**config.mk**
```make
export PLATFORM = sky130hd
export DESIGN_NAME = plic_claim_complete_flat
export DESIGN_NICKNAME = d
export VERILOG_FILES = /design/src/rtl/plic_pkg.sv /design/src/rtl/plic_claim_complete_if.sv /design/src/rtl/plic_gateway.sv /design/src/rtl/plic_claim_complete.sv /design/src/flat_wrapper.sv
export SDC_FILE = /design/constraint.sdc
export NUM_CORES = 1
export LEC_CHECK = 0
export CAP_MARGIN = 20
export CELL_PAD_IN_SITES_DETAIL_PLACEMENT = 1
export CELL_PAD_IN_SITES_GLOBAL_PLACEMENT = 1
export CORE_MARGIN = 3
export CORE_UTILIZATION = 30
export DETAILED_ROUTE_END_ITERATION = 12
export PLACE_DENSITY_LB_ADDON = 0.3
export SYNTH_ARGS = -nofsm -noshare
export SYNTH_HDL_FRONTEND = slang
export SYNTH_HIERARCHICAL = 1
export SYNTH_SLANG_ARGS = --single-unit
```
**constraint.sdc**
```tcl
create_clock -name pclk -period 15.4 [get_ports pclk]
set_input_delay 4.62 -clock pclk [delete_from_list [all_inputs] [get_ports pclk]]
set_output_delay 4.62 -clock pclk [all_outputs]
set_load 0.1 [all_outputs]
```
**src/rtl/plic_pkg.sv**
```systemverilog
// plic_pkg: shared gateway state encoding, ID constants and source-to-ID mapping
package plic_pkg;
  typedef enum logic [1:0] {GW_IDLE, GW_PENDING, GW_INSERV} gw_state_t;
  localparam int ID_NONE = 0;
  function automatic int src2id(input int n);
    return n + 1;
  endfunction
endpackage

```
**src/rtl/plic_claim_complete_if.sv**
```systemverilog
// plic_claim_complete_if: CPU claim/complete handshake and interrupt line
// master = CPU side (drives claim_i, complete_i, complete_id)
// slave  = PLIC side (drives eip_o, claim_ack_o, claim_id_o)
interface plic_claim_complete_if #(parameter int ID_W = 4);
  logic            claim_i;
  logic            complete_i;
  logic [ID_W-1:0] complete_id;
  logic            eip_o;
  logic            claim_ack_o;
  logic [ID_W-1:0] claim_id_o;
  modport master (output claim_i, complete_i, complete_id, input eip_o, claim_ack_o, claim_id_o);
  modport slave  (input claim_i, complete_i, complete_id, output eip_o, claim_ack_o, claim_id_o);
endinterface

```
**src/rtl/plic_gateway.sv**
```systemverilog
// plic_gateway: per-source IDLE -> PENDING -> INSERV -> IDLE gateway
// ports: clk, rst (sync, active-high), req (sensed request), claim_hit (this
// source claimed), complete_hit (this source completed); pending/inserv are
// registered state flags
module plic_gateway
  import plic_pkg::*;
(
  input  logic clk,
  input  logic rst,
  input  logic req,
  input  logic claim_hit,
  input  logic complete_hit,
  output logic pending,
  output logic inserv
);
  gw_state_t state_q, state_d;
  always_comb
    state_d = (state_q == GW_IDLE    && req)          ? GW_PENDING :
              (state_q == GW_PENDING && claim_hit)    ? GW_INSERV  :
              (state_q == GW_INSERV  && complete_hit) ? GW_IDLE    : state_q;
  always_ff @(posedge clk)
    if (rst) begin
      state_q <= GW_IDLE;
      pending <= 1'b0;
      inserv  <= 1'b0;
    end else begin
      state_q <= state_d;
      pending <= state_d == GW_PENDING;
      inserv  <= state_d == GW_INSERV;
    end
endmodule

```
**src/rtl/plic_claim_complete.sv**
```systemverilog
// plic_claim_complete: PLIC target side - gateways, priority arbitration, claim/complete
// ports: pclk, preset (sync, active-high); irq_req per-source requests;
// irq_prio packed priorities; prio_thresh; bus (slave modport: claim/complete
// handshake, eip_o, claim_ack_o, claim_id_o); pending_o gateway pending bits.
// Optional macro PLIC_NMI_BYPASS_EN: source 0 becomes an NMI that always wins,
// is excluded from eip_o and reported on the extra registered output nmi_o.
module plic_claim_complete
  import plic_pkg::*;
#(
  parameter int NUM_SRC = 8,
  parameter int PRIO_W  = 3,
  parameter int ID_W    = 4
) (
  input  logic                      pclk,
  input  logic                      preset,
  input  logic [NUM_SRC-1:0]        irq_req,
  input  logic [NUM_SRC*PRIO_W-1:0] irq_prio,
  input  logic [PRIO_W-1:0]         prio_thresh,
  plic_claim_complete_if.slave      bus,
  output logic [NUM_SRC-1:0]        pending_o
`ifdef PLIC_NMI_BYPASS_EN
  ,
  output logic                      nmi_o
`endif
);
`ifdef PLIC_NMI_BYPASS_EN
  localparam int FIRST = 1;
`else
  localparam int FIRST = 0;
`endif
  logic [NUM_SRC-1:0] pending, inserv, claim_hit, complete_hit;
  logic [ID_W-1:0]    arb_id, win_id, id_q, id_d;
  logic [PRIO_W-1:0]  best;
  logic               eip_q, eip_d, ack_q;
  // Scanning upward with a strict '>' keeps the lowest index on priority ties.
  always_comb begin
    arb_id = ID_W'(ID_NONE);
    best   = '0;
    for (int n = FIRST; n < NUM_SRC; n++)
      if (pending[n] && irq_prio[n*PRIO_W +: PRIO_W] > prio_thresh &&
          (arb_id == ID_W'(ID_NONE) || irq_prio[n*PRIO_W +: PRIO_W] > best)) begin
        best   = irq_prio[n*PRIO_W +: PRIO_W];
        arb_id = ID_W'(src2id(n));
      end
  end
`ifdef PLIC_NMI_BYPASS_EN
  assign win_id = pending[0] ? ID_W'(src2id(0)) : arb_id;
`else
  assign win_id = arb_id;
`endif
  assign eip_d = arb_id != ID_W'(ID_NONE);
  assign id_d  = bus.claim_i ? win_id : id_q;
  for (genvar i = 0; i < NUM_SRC; i++) begin : g_gw
    assign claim_hit[i]    = bus.claim_i && win_id == ID_W'(src2id(i));
    assign complete_hit[i] = bus.complete_i && inserv[i] && bus.complete_id == ID_W'(src2id(i));
    plic_gateway u_gw (
      .clk          (pclk),
      .rst          (preset),
      .req          (irq_req[i]),
      .claim_hit    (claim_hit[i]),
      .complete_hit (complete_hit[i]),
      .pending      (pending[i]),
      .inserv       (inserv[i])
    );
  end
  always_ff @(posedge pclk)
    if (preset) begin
      eip_q <= 1'b0;
      ack_q <= 1'b0;
      id_q  <= '0;
    end else begin
      eip_q <= eip_d;
      ack_q <= bus.claim_i;
      id_q  <= id_d;
    end
`ifdef PLIC_NMI_BYPASS_EN
  logic nmi_q;
  always_ff @(posedge pclk)
    if (preset) nmi_q <= 1'b0;
    else        nmi_q <= pending[0];
  assign nmi_o = nmi_q;
`endif
  assign bus.eip_o       = eip_q;
  assign bus.claim_ack_o = ack_q;
  assign bus.claim_id_o  = id_q;
  assign pending_o       = pending;
endmodule

```
**src/flat_wrapper.sv**
```systemverilog
// flat-port wrapper written by rule: the top's interface ports become plain ports
module plic_claim_complete_flat import plic_pkg::*;
#(
  parameter int NUM_SRC = 8,
  parameter int PRIO_W  = 3,
  parameter int ID_W    = 4
)
  (pclk, preset, irq_req, irq_prio, prio_thresh, pending_o, bus_claim_i, bus_complete_i, bus_complete_id, bus_eip_o, bus_claim_ack_o, bus_claim_id_o);
  plic_claim_complete_if #(.ID_W(ID_W)) bus_i ();
  input  logic pclk;
  input  logic preset;
  input  logic [NUM_SRC-1:0] irq_req;
  input  logic [NUM_SRC*PRIO_W-1:0] irq_prio;
  input  logic [PRIO_W-1:0] prio_thresh;
  output logic [NUM_SRC-1:0] pending_o;
  input wire logic [$bits(bus_i.claim_i)-1:0] bus_claim_i;
  input wire logic [$bits(bus_i.complete_i)-1:0] bus_complete_i;
  input wire logic [$bits(bus_i.complete_id)-1:0] bus_complete_id;
  output wire logic [$bits(bus_i.eip_o)-1:0] bus_eip_o;
  output wire logic [$bits(bus_i.claim_ack_o)-1:0] bus_claim_ack_o;
  output wire logic [$bits(bus_i.claim_id_o)-1:0] bus_claim_id_o;
  assign bus_i.claim_i = bus_claim_i;
  assign bus_i.complete_i = bus_complete_i;
  assign bus_i.complete_id = bus_complete_id;
  assign bus_eip_o = bus_i.eip_o;
  assign bus_claim_ack_o = bus_i.claim_ack_o;
  assign bus_claim_id_o = bus_i.claim_id_o;
  plic_claim_complete #(.NUM_SRC(NUM_SRC), .PRIO_W(PRIO_W), .ID_W(ID_W)) u_core (.pclk(pclk), .preset(preset), .irq_req(irq_req), .irq_prio(irq_prio), .prio_thresh(prio_thresh), .bus(bus_i), .pending_o(pending_o));
endmodule
```
==> results of run 1 <==
-- cells in the mapped netlist, types with 4 or more instances --
master	count
nor2b_1	14
nand2b_1	19
mux2_4	5
nor2_1	26
a211oi_1	9
inv_1	24
nand3_1	11
o31ai_1	10
o22ai_1	8
or4b_1	8
a21o_1	4
a31oi_1	6
nand2_1	27
dfxtp_1	38
nand2b_2	8
o21a_1	5
and2b_2	8
o32ai_1	8
or2b_1	8
and2b_1	8
ha_1	43
nor3_1	7
a21oi_1	11
o21ai_0	17
-- cell families (layout without fill, tap and decap cells) --
logic type      count (synthesis)  after routing  synth area share
compound gates                 98             98             0.215
fa+ha+maj                      44             44             0.172
buf+inv                        26            133            0.0333
flops                          38             38             0.238
mux                             8              8            0.0329
simple gates                  165            165             0.309
-- cell type report --
| class | instances | area (µm²) | area share |
|---|---|---|---|
| inverters | 24 | 90.1 | 0.0192 |
| well taps | 136 | 170 | 0.0363 |
| multi-input cells | 315 | 2650 | 0.567 |
| repair buffers | 101 | 917 | 0.196 |
| clock buffers | 7 | 86.3 | 0.0184 |
| flip-flops and latches | 38 | 761 | 0.162 |
| clock inverters | 1 | 5.00 | 0.00107 |
-- path summary, 6_finish.rpt --
path / startpoint / slack [ns] / to
hold reg to reg: u_core/bus.claim_id_o[0]$_SDFFE_PP0P_ / 0.49 / u_core/bus.claim_id_o[0]$_SDFFE_PP0P_
setup / recovery: prio_thresh[2] / 0.60 / u_core/g_gw[6].u_gw/inserv$_SDFF_PP0_
setup reg to reg: u_core/g_gw[0].u_gw/pending$_SDFF_PP0_ / 5.35 / u_core/g_gw[6].u_gw/inserv$_SDFF_PP0_
hold / removal: u_core/bus.claim_id_o[0]$_SDFFE_PP0P_ / 0.49 / u_core/bus.claim_id_o[0]$_SDFFE_PP0P_
-- metrics by stage --
| step | power [W] | setup WS [ns] | util |
|---|---|---|---|
| 3_3_place_gp | 0.000282 | -0.485 | 0.402 |
| 2_1_floorplan | 0.000224 | 0.231 | - |
| 5_1_grt | 0.000419 | -0.0921 | 0.454 |
| 3_5_place_dp | 0.000288 | -0.830 | 0.402 |
| 6_report | 0.000393 | 0.605 | 0.454 |
| 4_1_cts | 0.000369 | 0.0147 | 0.418 |
-- layout by cell type, fill, tap and decap left out, drive strengths merged, types with 6 or more instances in the layout --
| master | instances |
|---|---|
| clkdlybuf4s50 | 50 |
| buf | 46 |
| ha | 43 |
| dfxtp | 38 |
| nand2b | 28 |
| nand2 | 27 |
| nor2 | 26 |
| inv | 24 |
| o21ai | 19 |
| and2b | 16 |
| nor2b | 14 |
| nand3 | 11 |
| a21oi | 11 |
| a211oi | 10 |
| o31ai | 10 |
| or2b | 8 |
| o32ai | 8 |
| or4b | 8 |
| o22ai | 8 |
| clkbuf | 7 |
| nor3 | 7 |
| a31oi | 6 |
-- critical path: cells and delay by family --
family / cells / cell delay (ns)
AOI/OAI and AO/OA: 28 / 4.07
and+or+nand+nor: 18 / 2.66
adders and majority gates: 8 / 1.99
buffers and inverters: 5 / 1.01
muxes: 2 / 0.63
-- registers in the layout (all words and copies together) (netlist names) --
| signal | flops |
|---|---|
| u_core/bus.claim_ack_o | 1 |
| u_core/bus.claim_id_o | 4 |
| u_core/bus.eip_o | 1 |
| u_core/g_gw.u_gw/inserv | 8 |
| u_core/g_gw.u_gw/pending | 8 |
| u_core/g_gw.u_gw/state_q | 16 |
-- per-layer routing --
layer / global-route usage / vias to the layer above / share of wire
met5: 0 / - / 0
met3: 0.0207 / 10 / 0.029
li1: - / 1624 / -
met4: 0.0383 / 0 / 0.0086
met2: 0.292 / 49 / 0.49
met1: 0.215 / 1563 / 0.47
-- repair_timing --
action / in CTS / in global routing
gates resized for setup: 13 / 61
setup buffers: 3 / 9
setup endpoints to repair: 32 / 37
pin swaps: 3 / 34
endpoints found under the hold margin: 0 / 0
-- power breakdown --
part           internal [W]  switching, W  leakage [nW]  total [W]
combinational     0.0000938      0.000113          1.59   0.000207
clock             0.0000361     0.0000347        0.0482  0.0000708
sequential         0.000107    0.00000860         0.312   0.000115
total              0.000237      0.000156          1.95   0.000393
==> reports/summary.txt, run 1 <==
status: finished, final reports clean
syn nets: 465
fraction of registers with async set/reset: 0
Clk Latency, worst-skew pair: 0.29 ns
Tot GR Track Use: 0.166
Mean Syn Cell Area: 8.43 µm²
power per cell area: 83.9 mW/mm²
Layout fillers: 1220
Crit. End Element: flip-flop
clock sink count: 38
CP max stage delay: 0.47 ns
drt pass-1 iters: 4
CP max FO: 6
via count of the first global-routing pass: 3366
Initial Utilization: 0.309
fmax: 67.6 MHz
crit path kind: input pin to flip-flop
Final Hold Viols: 0
largest net degree at the start of global routing: 61
IO Count: 57
DR DRC count: 0
Worst Hold Depth: 1
flops & latches, synth: 38
synth top area cells: dfxtp_1 24%, ha_1 17%, nand2b_1 3.7%, nand2_1 3.2%, nor2_1 3.1%
final instance area: 0.00468 mm²
CTS clk-pin slew, worst paths: 0.08 ns
Chip Width: 109 µm
Hold-fix buffers, CTS: 0
Reg2Reg Depth: 57
Min-Delay Path Class: flip-flop to flip-flop
sequential share of the synthesized area: 0.238
NumNets Final: 571
maximum vdd drop: 0.0000546 V
final std cells w/o fill: 622
CP max stage cell: clkdlybuf4s50_1
Die H: 109 µm
Tcrit/Tclk final: 0.961
Post-synth EDFFs: 0
global-route wire length before repair: 15.9 mm
minimum clock period: 14.80 ns
Mapped Cells: 379
core area: 0.0103 mm²
initial drt markers: 76
Via density: 5.22
Pleak: 1.95 nW
CP Data Required Time: 15.60 ns
DP Wirelength: 7.83 mm
n_diodes: 0
initial antenna violation count: 0
Antenna Nets Post-Route: 0
clk root buf: clkbuf_8
post-synth top area share: 0.238
Final setup viols: 0
YS warnings: 6
CTS Buf Count: 5
Post-Route Hold Slack: 0.489 ns
Rows: 37
Critical Path Source Type: input pin
placed cell count: 602
actual slew at the worst max-slew pin: 0.995 ns
pins over their slew limit: 0
max_cap viols: 0
Synth area leader: dfxtp_1
Layout area overhead: 46.6%
setup TNS: 0 ns
gpl congestion: 0.798
clock skew: 0.00675 ns
remaining global-route overflow: 0
Die ar.: 0.0119 mm²
H-tree depth: 2
IO Port Bufs: 56
Avg WL per Cell: 16.2 µm
Synth cell types: 53
predominant post-synthesis flop cell: dfxtp_1
slew margin rel.: 0.335
CTS tree: yes
WP data arrival: 14.99 ns
most frequent CP cell: nor2_1
post-synthesis cell area: 0.00319 mm²
placed inst area: 0.00415 mm²
clock buffer depth: 2
Vias: 3246
final wirelength: 10.0 mm
share of layout cells above drive strength 1: 0.261
Note: power is estimated with default switching activity, not from simulation.
==> run 2: changes to the inputs <==
- DONT_BUFFER_PORTS: not set -> 1
==> run 2 against run 1 <==
  * Design area fell by 21%
  * Final cell count shrank 13%
  * Clock skew is essentially flat
==> reports/summary.txt, run 2 (synthesized netlist as in run 1, its figures left out) <==
status: finished, final reports clean
Tot GR Track Use: 0.159
DR DRC count: 0
Clk Latency, worst-skew pair: 0.29 ns
Layout area overhead: 15.8%
clock skew: 0.00644 ns
remaining global-route overflow: 0
Critical Path Source Type: input pin
Crit. End Element: flip-flop
CP max stage cell: or2_2
CTS clk-pin slew, worst paths: 0.08 ns
Final setup viols: 0
max_cap viols: 0
Util after Layout: 0.358
Via density: 5.39
most frequent CP cell: ha_1
CTS tree: yes
maximum vdd drop: 0.0000424 V
Sequential cell area: 761 µm²
minimum clock period: 14.75 ns
IO Port Bufs: 0
actual slew at the worst max-slew pin: 1.08 ns
leading cell type in the layout, fill and taps excluded: ha_1
CP Data Required Time: 15.62 ns
setup TNS: 0 ns
slew margin rel.: 0.277
Worst Path Buf+Inv: 4
Critical Path Stages: 60
fmax: 67.8 MHz
final wirelength: 9.51 mm
CTS Buf Count: 5
H-tree depth: 2
WP data arrival: 14.97 ns
Largest register FFs: 16
Layout fillers: 1242
Final Hold Viols: 0
Reg2Reg Depth: 57
power per cell area: 90.7 mW/mm²
Die ar.: 0.0119 mm²
worst slack, placed: -0.283 ns
delay-heaviest family, CP: compound AO/OA/AOI/OAI gates
placed inst area: 0.00345 mm²
gpl congestion: 0.843
IO Count: 57
Avg WL per Cell: 17.5 µm
clock buffer depth: 2
Biggest register: u_core/g_gw.u_gw/state_q
Die H: 109 µm
post-layout worst setup margin: 0.648 ns
initial antenna violation count: 0
largest net degree at the start of global routing: 61
Worst Hold Depth: 1
NumNets Final: 491
crit path kind: input pin to flip-flop
Antenna Nets Post-Route: 0
Initial Utilization: 0.309
pins over their slew limit: 0
share of layout cells above drive strength 1: 0.177
initial drt markers: 106
final instance area: 0.00370 mm²
placed cell count: 526
Tcrit/Tclk final: 0.958
clock sink count: 38
CP max stage delay: 0.36 ns
multi-input combinational cell area: 0.00243 mm²
CP max FO: 5
via count of the first global-routing pass: 3016
Hold-fix buffers, CTS: 0
drt pass-1 iters: 4
Chip Width: 109 µm
Rows: 37
Top Registers: u_core/g_gw.u_gw/state_q (16), u_core/g_gw.u_gw/inserv (8), u_core/g_gw.u_gw/pending (8)
setup repair after global routing missed its margin: true
Vias: 2920
Pleak: 1.54 nW
clk root buf: clkbuf_8
Min-Delay Path Class: flip-flop to flip-flop
global-route wire length before repair: 15.1 mm
n_diodes: 0
DP Wirelength: 7.70 mm
commonest cells after routing, fill and taps aside: 43 x ha_1, 38 x dfxtp_1, 26 x nand2_1
final std cells w/o fill: 542
core area: 0.0103 mm²
[run 2: cell types whose count changed in the layout (fill, tap and decap cells not counted), moves of 5 or more]
cell,delta
clkdlybuf4s50_1,-50
dlymetal6s2s_1,-5
ha_4,-8
buf_4,-21
ha_1,+11
[run 2: metrics by stage]
stage / hold slack [ns] / power (W)
6_report: 0.513 / 0.000335
5_1_grt: 0.532 / 0.000359
4_1_cts: 0.515 / 0.000327
3_5_place_dp: 0.507 / 0.000253
3_3_place_gp: 0.495 / 0.000248
2_1_floorplan: 0.464 / 0.000224
[run 2: per-layer routing]
layer	part of all wire	GRT usage
met1	0.46	0.209
met2	0.49	0.274
met3	0.044	0.0314
met4	0.0050	0.0294
met5	0	0
[run 2: repair_timing]
action / 4_1_cts / 5_1_grt
endpoints found under the setup margin: 1 / 37
buffers inserted: 0 / 8
pin swaps: 0 / 8
gates resized for setup: 1 / 23
[run 2: area by class of cell]
class	count	share of cell area
Clock inverter	1	0.00135
Timing Repair Buffer	21	0.0426
Inverter	24	0.0243
Sequential cell	38	0.206
Multi-Input combinational cell	315	0.657
Clock buffer	7	0.0233
Tap cell	136	0.0460
[run 2: power breakdown]
part           internal (W)  switching, W   total, W
combinational     0.0000565     0.0000586   0.000115
clock             0.0000362     0.0000358  0.0000719
sequential         0.000107     0.0000417   0.000148
total              0.000199      0.000136   0.000335
[run 2: worst paths after layout]
check                                      endpoint  slack [ns]                                      start
max reg2reg   u_core/g_gw[0].u_gw/inserv$_SDFF_PP0_        4.25     u_core/g_gw[0].u_gw/pending$_SDFF_PP0_
min          u_core/g_gw[1].u_gw/pending$_SDFF_PP0_        0.51  u_core/g_gw[1].u_gw/state_q[1]$_SDFF_PP0_
min reg2reg  u_core/g_gw[1].u_gw/pending$_SDFF_PP0_        0.51  u_core/g_gw[1].u_gw/state_q[1]$_SDFF_PP0_
max           u_core/g_gw[0].u_gw/inserv$_SDFF_PP0_        0.65                             prio_thresh[1]
